## src/rtl/vga_fb_pkg.sv

```systemverilog
// Shared constants for the 800x600 framebuffer path: VGA timing, framebuffer geometry,
// and the state encoding of the scanout/writer arbiter.
package vga_fb_pkg;

  localparam int H_VISIBLE  = 800;
  localparam int H_FRONT    = 56;
  localparam int H_SYNC     = 120;
  localparam int H_BACK     = 64;
  localparam int WHOLE_LINE = H_VISIBLE + H_FRONT + H_SYNC + H_BACK;

  localparam int V_VISIBLE   = 600;
  localparam int V_FRONT     = 37;
  localparam int V_SYNC      = 6;
  localparam int V_BACK      = 23;
  localparam int WHOLE_FRAME = V_VISIBLE + V_FRONT + V_SYNC + V_BACK;

  localparam int FB_DATA_W         = 16;
  localparam int FB_ADDR_W         = 17;
  localparam int FB_WORDS_PER_LINE = 200;
  localparam int FB_LINES          = 600;
  localparam int FB_LINE_W         = 10;
  localparam int FB_WRITE_SLOT     = 8;
  localparam int LB_ADDR_W         = 8;

  typedef enum logic [1:0] {
    ST_IDLE  = 2'd0,
    ST_FETCH = 2'd1,
    ST_DRAIN = 2'd2
  } fb_state_e;

endpackage

```

## src/rtl/vga_fb_addr_gen.sv

```systemverilog
// Line-fetch address generator: line base register, word counter, and the one-cycle
// delayed line-buffer write strobe/index that tracks the RAM read latency.
module vga_fb_addr_gen
  import vga_fb_pkg::*;
#(
  parameter int ADDR_W         = FB_ADDR_W,
  parameter int WORDS_PER_LINE = FB_WORDS_PER_LINE,
  parameter int LINE_W         = FB_LINE_W
) (
  input  logic                 clk,
  input  logic                 rst_n,
  input  logic                 i_load,
  input  logic [LINE_W-1:0]    i_line,
  input  logic                 i_rd,
  output logic [ADDR_W-1:0]    o_rd_addr,
  output logic                 o_last,
  output logic                 o_lb_wr_en,
  output logic [LB_ADDR_W-1:0] o_lb_wr_addr,
  output logic                 o_done
);

  localparam logic [LB_ADDR_W-1:0] LAST_WORD = LB_ADDR_W'(WORDS_PER_LINE - 1);

  logic [ADDR_W-1:0]    r_base;
  logic [LB_ADDR_W-1:0] r_word_cnt;
  logic                 r_lb_wr_en;
  logic [LB_ADDR_W-1:0] r_lb_wr_addr;
  logic                 r_done;

  // Base is pure datapath; it is only observed while a fetch is in flight.
  always_ff @(posedge clk) begin
    if (i_load) r_base <= ADDR_W'(i_line) * ADDR_W'(WORDS_PER_LINE);
  end

  always_ff @(posedge clk or negedge rst_n) begin
    if (!rst_n) begin
      r_word_cnt   <= '0;
      r_lb_wr_en   <= 1'b0;
      r_lb_wr_addr <= '0;
      r_done       <= 1'b0;
    end else begin
      if (i_load)    r_word_cnt <= '0;
      else if (i_rd) r_word_cnt <= r_word_cnt + LB_ADDR_W'(1);
      r_lb_wr_en <= i_rd;
      if (i_rd) r_lb_wr_addr <= r_word_cnt;
      r_done <= i_rd & o_last;
    end
  end

  assign o_rd_addr    = r_base + ADDR_W'(r_word_cnt);
  assign o_last       = (r_word_cnt == LAST_WORD);
  assign o_lb_wr_en   = r_lb_wr_en;
  assign o_lb_wr_addr = r_lb_wr_addr;
  assign o_done       = r_done;

endmodule

```

## src/rtl/vga_fb_arbiter.sv

```systemverilog
// Single-port framebuffer arbiter: scanout line prefetch has priority, the pixel writer
// gets a guaranteed slot every WRITE_SLOT cycles. Optional stats via VGA_FB_ARB_STATS_EN.
module vga_fb_arbiter
  import vga_fb_pkg::*;
#(
  parameter int DATA_W         = FB_DATA_W,
  parameter int ADDR_W         = FB_ADDR_W,
  parameter int WORDS_PER_LINE = FB_WORDS_PER_LINE,
  parameter int LINES          = FB_LINES,
  parameter int LINE_W         = FB_LINE_W,
  parameter int WRITE_SLOT     = FB_WRITE_SLOT
) (
  input  logic                 VGA_CLK,
  input  logic                 VGA_RST_N,
  input  logic                 fetch_req,
  input  logic [LINE_W-1:0]    fetch_line,
  output logic                 fetch_busy,
  output logic                 fetch_done,
  output logic                 fetch_overrun,
  input  logic                 err_clr,
  input  logic                 wr_valid,
  output logic                 wr_ready,
  input  logic [ADDR_W-1:0]    wr_addr,
  input  logic [DATA_W-1:0]    wr_data,
  output logic                 mem_en,
  output logic                 mem_we,
  output logic [ADDR_W-1:0]    mem_addr,
  output logic [DATA_W-1:0]    mem_wdata,
  input  logic [DATA_W-1:0]    mem_rdata,
  output logic                 lb_wr_en,
  output logic [LB_ADDR_W-1:0] lb_wr_addr,
  output logic [DATA_W-1:0]    lb_wr_data
`ifdef VGA_FB_ARB_STATS_EN
  ,
  output logic [15:0]          overrun_cnt,
  output logic [15:0]          wr_stall_cnt
`endif
);

  localparam int               SLOT_W    = $clog2(WRITE_SLOT);
  localparam logic [SLOT_W-1:0] SLOT_LAST = SLOT_W'(WRITE_SLOT - 1);

  fb_state_e         r_state;
  logic [SLOT_W-1:0] r_slot;
  logic              r_busy;
  logic              r_overrun;

  logic              w_idle;
  logic              w_accept;
  logic              w_slot_turn;
  logic              w_ready_st;
  logic              w_wr_go;
  logic              w_rd_go;
  logic              w_last;
  logic [ADDR_W-1:0] w_rd_addr;

  assign w_idle      = (r_state == ST_IDLE);
  assign w_accept    = w_idle & fetch_req & (32'(fetch_line) < LINES);
  assign w_slot_turn = (r_state == ST_FETCH) & (r_slot == SLOT_LAST);

  // In the acceptance cycle the fetch wins; the writer waits for its first slot.
  always_comb begin
    w_ready_st = 1'b0;
    case (r_state)
      ST_IDLE:  w_ready_st = ~w_accept;
      ST_FETCH: w_ready_st = w_slot_turn;
      ST_DRAIN: w_ready_st = 1'b1;
      default:  w_ready_st = 1'b0;
    endcase
  end

  assign wr_ready = VGA_RST_N & w_ready_st;
  assign w_wr_go  = wr_valid & wr_ready;
  assign w_rd_go  = (r_state == ST_FETCH) & ~(w_slot_turn & wr_valid);

  assign mem_en    = w_wr_go | w_rd_go;
  assign mem_we    = w_wr_go;
  assign mem_addr  = w_wr_go ? wr_addr : (w_rd_go ? w_rd_addr : '0);
  assign mem_wdata = w_wr_go ? wr_data : '0;

  vga_fb_addr_gen #(
    .ADDR_W         (ADDR_W),
    .WORDS_PER_LINE (WORDS_PER_LINE),
    .LINE_W         (LINE_W)
  ) u_addr_gen (
    .clk          (VGA_CLK),
    .rst_n        (VGA_RST_N),
    .i_load       (w_accept),
    .i_line       (fetch_line),
    .i_rd         (w_rd_go),
    .o_rd_addr    (w_rd_addr),
    .o_last       (w_last),
    .o_lb_wr_en   (lb_wr_en),
    .o_lb_wr_addr (lb_wr_addr),
    .o_done       (fetch_done)
  );

  always_ff @(posedge VGA_CLK or negedge VGA_RST_N) begin
    if (!VGA_RST_N) begin
      r_state   <= ST_IDLE;
      r_slot    <= '0;
      r_busy    <= 1'b0;
      r_overrun <= 1'b0;
    end else begin
      if (fetch_req & ~w_idle) r_overrun <= 1'b1;
      else if (err_clr)        r_overrun <= 1'b0;
      case (r_state)
        ST_IDLE: begin
          if (w_accept) begin
            r_state <= ST_FETCH;
            r_slot  <= '0;
            r_busy  <= 1'b1;
          end
        end
        ST_FETCH: begin
          r_slot <= (r_slot == SLOT_LAST) ? '0 : r_slot + SLOT_W'(1);
          if (w_rd_go & w_last) r_state <= ST_DRAIN;
        end
        ST_DRAIN: begin
          r_state <= ST_IDLE;
          r_busy  <= 1'b0;
        end
        default: r_state <= ST_IDLE;
      endcase
    end
  end

  assign fetch_busy    = r_busy;
  assign fetch_overrun = r_overrun;
  assign lb_wr_data    = mem_rdata;

`ifdef VGA_FB_ARB_STATS_EN
  function automatic logic [15:0] sat_inc(input logic [15:0] v);
    return (v == 16'hFFFF) ? v : v + 16'd1;
  endfunction

  logic [15:0] r_overrun_cnt;
  logic [15:0] r_wr_stall_cnt;
  logic        w_drop;
  logic        w_stall;

  assign w_drop  = fetch_req & ~w_idle;
  assign w_stall = wr_valid & ~wr_ready;

  // An event in the same cycle as err_clr survives the clear and counts as one.
  always_ff @(posedge VGA_CLK or negedge VGA_RST_N) begin
    if (!VGA_RST_N) begin
      r_overrun_cnt  <= '0;
      r_wr_stall_cnt <= '0;
    end else begin
      if (w_drop)       r_overrun_cnt <= err_clr ? 16'd1 : sat_inc(r_overrun_cnt);
      else if (err_clr) r_overrun_cnt <= '0;
      if (w_stall)      r_wr_stall_cnt <= err_clr ? 16'd1 : sat_inc(r_wr_stall_cnt);
      else if (err_clr) r_wr_stall_cnt <= '0;
    end
  end

  assign overrun_cnt  = r_overrun_cnt;
  assign wr_stall_cnt = r_wr_stall_cnt;
`endif

endmodule
```

## config.mk

```make
export PLATFORM = sky130hd
export DESIGN_NAME = vga_fb_arbiter
export DESIGN_NICKNAME = d
export VERILOG_FILES = /design/src/rtl/vga_fb_pkg.sv /design/src/rtl/vga_fb_addr_gen.sv /design/src/rtl/vga_fb_arbiter.sv
export SDC_FILE = /design/constraint.sdc
export NUM_CORES = 1
export LEC_CHECK = 0
export ABC_CLOCK_PERIOD_IN_PS = 6330
export CAP_MARGIN = 5
export CORE_ASPECT_RATIO = 1.2
export CORE_UTILIZATION = 26
export DETAILED_ROUTE_END_ITERATION = 10
export PLACE_DENSITY = 0.55
export SLEW_MARGIN = 10
export SYNTH_ARGS = -nofsm -noshare
export SYNTH_HDL_FRONTEND = slang
export SYNTH_SLANG_ARGS = --single-unit
```

## constraint.sdc

```tcl
create_clock -name VGA_CLK -period 6.33 [get_ports VGA_CLK]
set_input_delay 1.266 -clock VGA_CLK [delete_from_list [all_inputs] [get_ports VGA_CLK]]
set_output_delay 1.266 -clock VGA_CLK [all_outputs]
set_load 0.01 [all_outputs]
```

==> results of run 1 <==
==> power by group <==
part	internal [W]	switching (W)
Combinational	0.000466	0.000456
Clock	0.000145	0.0000977
Sequential	0.000350	0.0000757
Total	0.000961	0.000629
==> through the flow <==
| stage | total power [W] | area [um^2] | instances | setup WS [ns] |
|---|---|---|---|---|
| 2_1_floorplan | 0.000974 | 3330 | 358 | 2.41 |
| 3_5_place_dp | 0.00136 | 4320 | 589 | 1.04 |
| 5_1_grt | 0.00172 | 4460 | 597 | 0.835 |
| 3_3_place_gp | 0.00134 | 4320 | 589 | 1.11 |
| 4_1_cts | 0.00161 | 4460 | 597 | 1.03 |
| 6_report | 0.00159 | 4460 | 597 | 1.09 |
==> critical path: cells and delay by family <==
kind / cells / cell delay (ns)
AOI/OAI and AO/OA: 2 / 0.44
buffers and inverters: 4 / 1.41
and+or+nand+nor: 2 / 0.72
adders and majority gates: 1 / 0.15
==> area by class of cell <==
class | instances | area [um^2]
tap | 161 | 201
multi-input combinational | 259 | 1980
clock buffer | 6 | 129
sequential | 39 | 1050
fill | 1243 | 7810
clock inverter | 2 | 12.5
timing repair buffer | 99 | 981
inverter | 31 | 116
==> Yosys cell counts, drive strengths merged (4+ instances only) <==
master  instances  area, um^2
xnor2          13         114
clkbuf          8        30.0
nand2b          4        25.0
nand4           8        50.1
buf            21         158
o21ai          17        88.8
nor2           14        52.6
dfrtp          25         626
inv            31         116
and2           19         119
ha             43         538
nand3           9        45.0
nand2          38         143
nor4            7        43.8
edfxtp         14         420
a221o           5        50.1
fa              6         120
and3            5        31.3
a21oi          13        65.1
a22o            7        61.3
==> cell families after synthesis <==
kind of cell / count (synthesis) / synth area share
simple gates: 118 / 0.185
compound gates: 75 / 0.166
buf+inv: 60 / 0.0914
fa+ha+maj: 49 / 0.198
flops: 39 / 0.314
xor+xnor: 16 / 0.0421
mux: 1 / 0.00338
==> worst max path at each step <==
stage | from | endpoint | slack (ns) | cells after the start
global route | fetch_line[7] | mem_wdata[0] | 0.84 | 9
finish | fetch_line[5] | mem_wdata[6] | 1.09 | 9
floorplan | fetch_line[5] | mem_addr[14] | 2.41 | 8
global placement | fetch_line[5] | mem_wdata[6] | 1.11 | 9
detailed placement | fetch_line[5] | mem_wdata[2] | 1.04 | 9
CTS | fetch_line[5] | mem_wdata[2] | 1.03 | 9
==> state kept, by name, summed over array words and instances, names as in the netlist <==
signal,count
u_addr_gen.o_lb_wr_en,1
u_addr_gen.r_base,14
r_slot,3
u_addr_gen.r_word_cnt,8
fetch_overrun,1
fetch_busy,1
u_addr_gen.o_done,1
r_state,2
u_addr_gen.o_lb_wr_addr,8
==> per-layer routing <==
layer / GRT usage / up-vias
met5: 0 / -
met4: 0.0563 / 0
met3: 0.0342 / 15
met2: 0.234 / 135
met1: 0.180 / 1358
li1: - / 1430
==> metrics.md, run 1 <==
| Metric | Value |
|---|---|
| DR iter-0 viols | `111` |
| Mapped Cells | `358` |
| Critical path, cell by cell | `clkdlybuf4s50_1 -> inv_1 -> ha_1 -> a211oi_1 -> o21ai_2 -> and3_1 -> buf_4 -> and2_1 -> clkdlybuf4s50_1` |
| Fin. max-slew vios | `0` |
| Deepest clock path buffer count | `2` |
| Type of the most critical hold path | `reg2reg` |
| Final Hold Fails | `0` |
| Critical path launch point type | `primary input` |
| Reg2Reg Depth | `7` |
| Status | `finished, final reports clean` |
| Total wire length | `~9000 um` |
| Most common cell after layout, fill and taps aside | `clkdlybuf4s50_1` |
| Critical R2R Launch | `r_slot[0]$_DFFE_PN0P_` |
| Min Tclk post-route | `5.24 ns` |
| Maximum VDD drop | `around 0.00017 V` |
| Worst-Skew Late Latency | `0.28 ns` |
| Max Cap Viol | `0` |
| Clock sink total | `39` |
| Syn_area_per_cell | `9.30 um^2` |
| FF-to-FF End | `r_state[0]$_DFFE_PN0P_` |
| PwrDens | `356 nW/um^2` |
| Largest net degree at the start of global routing | `26` |
| Die area | `13300 um^2` |
| Initial antenna violation count | `0` |
| Routed length per instance | `~15 um` |
| Worst hold stages | `2` |
| Metal3 WL | `between 600 and 700 um` |
| Die width | `105 um` |
| Crit path max fanout | `15` |
| Top-Level Pins | `128` |
| Synthesized flop and latch total | `39` |
| Initial Util | `0.271` |
| CP endpoint kind | `primary output` |
| Fraction of layout cells with a size suffix above 1 | `0.0367` |
| CTS tree | `done` |
| Remaining DRCs | `0` |
| Core Footprint | `12300 um^2` |
| Period utilisation layout | `0.829` |
| Postcts setup bufs | `0` |
| Mapped cell area | `3330 um^2` |
| Metal2 WL | `4130 um` |
| Most used DFF post-synth | `dfrtp_1` |
| Sequential share of the synthesized area | `0.314` |
| FP Rows | `44` |
| Number of enable flip-flop cells after synthesis | `14` |
| Hold EP | `u_addr_gen.o_lb_wr_addr[5]$_DFFE_PN0P_` |
| Critical Path Max Stage Delay | `0.58 ns` |
| First-pass GRT wire length | `about 15000 um` |
| Inserted Diodes | `0` |
| Hold_ws | `0.472 ns` |
| Die H | `~130 um` |
| CP Data Arrival Time | `3.98 ns` |
| P_leak | `1.91 nW` |
| Post-CTS sizing | `0` |
| Via count of the first global-routing pass | `~3000` |
| Vias per inst | `4.92` |
| Top sig layer | `met4` |
| WP data required | `roughly 5.1 ns` |
| Yosys cell types | `58` |
| Rel. slew slack | `0.398` |
| Syn Nets | `471` |
| Final Skew | `0.00486 ns` |
| Setup slack, reg-to-reg | `3.96 ns` |
| Setup TNS Final | `0 ns` |
| Hold Path Origin | `u_addr_gen.o_lb_wr_addr[5]$_DFFE_PN0P_` |
| Crit Path Category | `in2out` |
| Most frequent cells in the layout | `clkdlybuf4s50_1 (95), ha_1 (43), nand2_1 (38)` |
| Gpl congestion | `about 0.87` |
| RSZ-0062 raised after global routing | `no` |
| Worst-path clk slew | `0.06 ns` |
| Layout area overhead | `34.1%` |
| Fmax | `191 MHz` |
| GRT overflow | `0` |
| Global Route Usage Sum | `0.143` |
| Detailed Routing Iterations Pass 1 | `4` |
| Net count, final | `between 500 and 600` |
| Ys Warns | `0` |
| Port Buf Inserts | `95` |
| Final core occ | `0.364` |
| FFs w/ async S/R, synth | `0.641` |
| Met1 WL | `3900 um` |
| Routed via count | `2938` |
| Hpwl dp | `7250 um` |
| Post-DRT Antenna Nets | `0` |
| CTS Buf Count | `5` |
| Worst slew pin tran | `0.895 ns` |
| Worst path most repeated cell | `clkdlybuf4s50_1` |
| H-tree depth | `2` |
| Clock root buffer | `clkbuf_16` |
| Worst path slowest cell | `and3_1` |
| Post-cts hold buffer count | `0` |
| Final setup violation count | `0` |
(Power assumes the default switching activity.)
==> inputs of run 2 (changes only) <==
--- a/config.mk
+++ b/config.mk
@@ -5,12 +5,12 @@
 export SDC_FILE = /design/constraint.sdc
 export NUM_CORES = 1
 export LEC_CHECK = 0
-export ABC_CLOCK_PERIOD_IN_PS = 6330
+export ABC_CLOCK_PERIOD_IN_PS = 4700
 export CAP_MARGIN = 5
 export CORE_ASPECT_RATIO = 1.2
 export CORE_UTILIZATION = 26
 export DETAILED_ROUTE_END_ITERATION = 10
-export PLACE_DENSITY = 0.55
+export PLACE_DENSITY = 0.57
 export SLEW_MARGIN = 10
 export SYNTH_ARGS = -nofsm -noshare
 export SYNTH_HDL_FRONTEND = slang
==> constraint.sdc (replaced) <==
create_clock -name VGA_CLK -period 4.7 [get_ports VGA_CLK]
set_input_delay 0.94 -clock VGA_CLK [delete_from_list [all_inputs] [get_ports VGA_CLK]]
set_output_delay 0.94 -clock VGA_CLK [all_outputs]
set_load 0.01 [all_outputs]
==> metrics.md, run 2 (synthesis results as in run 1) <==
| Metric | Value |
|---|---|
| Final Hold Fails | `0` |
| Total wire length | `9040 um` |
| Max Cap Viol | `0` |
| Via count of the first global-routing pass | `2979` |
| Setup slack, reg-to-reg | `2.58 ns` |
| Global Route Usage Sum | `0.138` |
| Reg2Reg Depth | `9` |
| First-pass GRT wire length | `14700 um` |
| Top Usage Layer GRT | `met2` |
| Min Tclk post-route | `~4.3 ns` |
| Top reg by flops | `u_addr_gen.r_base` |
| Crit path max fanout | `25` |
| Overall Power | `0.00219 W` |
| Setup TNS Final | `0 ns` |
| Buf/Inv on CP | `4` |
| GRT overflow | `0` |
| Critical path launch point type | `primary input` |
| GR Layer Usage met1 | `0.163` |
| Clock root buffer | `clkbuf_16` |
| RSZ-0062 raised after global routing | `no` |
| FF-to-FF End | `u_addr_gen.r_word_cnt[0]$_DFFE_PN0P_` |
| Die H | `126 um` |
| Hpwl dp | `7220 um` |
| Initial antenna violation count | `0` |
| Finished Layout Cells | `605` |
| Placed insts | `597` |
| Max FFs per register | `14` |
| Rel. slew slack | `0.414` |
| Postcts setup bufs | `0` |
| DR iter-0 viols | `147` |
| Port Buf Inserts | `95` |
| Sw power | `0.000858 W` |
| Final setup violation count | `0` |
| Largest net degree at the start of global routing | `26` |
| Routed via count | `between 2000 and 3000` |
| Worst path most repeated cell | `clkdlybuf4s50_1` |
| CTS tree | `done` |
| PwrDens | `482 nW/um^2` |
| Core Footprint | `12300 um^2` |
| Cell family with most CP delay | `buffers and inverters` |
| M2 GR Usage | `0.250` |
| Remaining DRCs | `0` |
| Hold EP | `u_addr_gen.o_lb_wr_addr[7]$_DFFE_PN0P_` |
| Deepest clock path buffer count | `2` |
| Top-Level Pins | `about 130` |
| CP Data Arrival Time | `3.38 ns` |
| Crit Path Category | `in2out` |
| Die width | `about 110 um` |
| H-tree depth | `2` |
| Critical Path Max Stage Delay | `roughly 0.54 ns` |
| Clock sink total | `39` |
| Net count, final | `556` |
| Worst hold stages | `2` |
| CTS Buf Count | `5` |
| WP data required | `3.76 ns` |
| Critical path, cell by cell | `clkdlybuf4s50_1 -> inv_1 -> ha_1 -> o21ai_1 -> o21ai_2 -> and3_2 -> buf_4 -> and2_1 -> clkdlybuf4s50_1` |
| Fmax | `231 MHz` |
| Sequential power share | `0.261` |
| Worst slew pin tran | `0.872 ns` |
| GR met3 Demand/Resource | `0.0259` |
| Vias per inst | `4.93` |
| Initial Util | `0.271` |
| Post-DRT Antenna Nets | `0` |
| Status | `finished, final reports clean` |
| Worst-path clk slew | `0.06 ns` |
| Worst-Skew Late Latency | `0.28 ns` |
| Final Skew | `~0.0065 ns` |
| Critical R2R Launch | `r_slot[0]$_DFFE_PN0P_` |
| Clock power frac | `0.159` |
| Die area | `13300 um^2` |
| Detailed Routing Iterations Pass 1 | `4` |
| Inserted Diodes | `0` |
| Maximum VDD drop | `0.000256 V` |
| Layout area overhead | `36.3%` |
| Gpl congestion | `0.844` |
| Most frequent cells in the layout | `clkdlybuf4s50_1 (95), ha_1 (43), nand2_1 (38)` |
| P_leak | `roughly 2.0 nW` |
| Worst path slowest cell | `clkdlybuf4s50_1` |
| Period utilisation layout | `0.920` |
| CP endpoint kind | `primary output` |
| Gate power share | `0.579` |
| Most common cell after layout, fill and taps aside | `clkdlybuf4s50_1` |
| FP Rows | `between 40 and 50` |
| Internal power | `~0.0013 W` |
| Routed length per instance | `~15 um` |
| Fin. max-slew vios | `0` |
| Type of the most critical hold path | `reg2reg` |
| Fraction of layout cells with a size suffix above 1 | `0.0586` |
| Hold Path Origin | `u_addr_gen.o_lb_wr_addr[7]$_DFFE_PN0P_` |
| Switching Fraction | `0.392` |
[run 2: changes by cell type in the layout (fill, tap and decap cells not counted), sizes merged]
cell,change
inv,+1
buf,+8
clkinvlp,-1
[run 2: final cells by class]
cell class	count	area, um^2
well taps	161	201
inverters	31	116
repair buffers	107	1040
fillers	1253	7740
clock buffers	6	139
flip-flops and latches	39	1050
multi-input cells	259	1980
clock inverters	2	13.8
[run 2: worst min-delay path, stage by stage (launching register included)]
cell,delay (ns)
dfrtp_1,0.34
nand2_1,0.05
nand2_1,0.05
[run 2: worst max path at each step]
stage / start / endpoint / cells after the start
floorplan: fetch_line[5] / u_addr_gen.r_base[14]$_DFFE_PN_ / 12
global placement: fetch_line[8] / mem_wdata[8] / 9
detailed placement: fetch_line[8] / mem_wdata[8] / 9
CTS: fetch_line[8] / mem_wdata[8] / 9
global route: fetch_line[8] / mem_wdata[8] / 9
finish: fetch_line[8] / mem_wdata[8] / 9
[run 2: timing repair]
item	CTS	global route
hold buffers	0	0
setup endpoints to repair	0	8
resized for setup	0	1
[run 2: per-stage QoR]
| stage | utilization | setup slack [ns] | hold WS [ns] | cell area, um^2 |
|---|---|---|---|---|
| finish | 0.370 | 0.377 | 0.474 | 4540 |
| global route | 0.370 | 0.207 | 0.494 | 4540 |
| CTS | 0.369 | 0.101 | 0.475 | 4540 |
| detailed placement | 0.357 | 0.101 | 0.462 | 4380 |
| global placement | 0.357 | 0.137 | 0.457 | 4380 |
| floorplan | - | 1.13 | 0.462 | 3330 |
[run 2: per-layer routing]
| layer | wire length [um] | vias up |
|---|---|---|
| met1 | 3870 | 1410 |
| met3 | 487 | 20 |
| met2 | 4460 | 110 |
| met5 | 0 | - |
| li1 | - | 1441 |
| met4 | 213 | 0 |
[run 2: power groups by stage]
stage,sequential [W],clock (W),combinational (W)
detailed placement,0.000578,0,0.00127
global placement,0.000575,0,0.00125
global route,0.000587,0.000368,0.00140
CTS,0.000572,0.000354,0.00128
floorplan,0.000563,0,0.000749
finish,0.000571,0.000348,0.00127
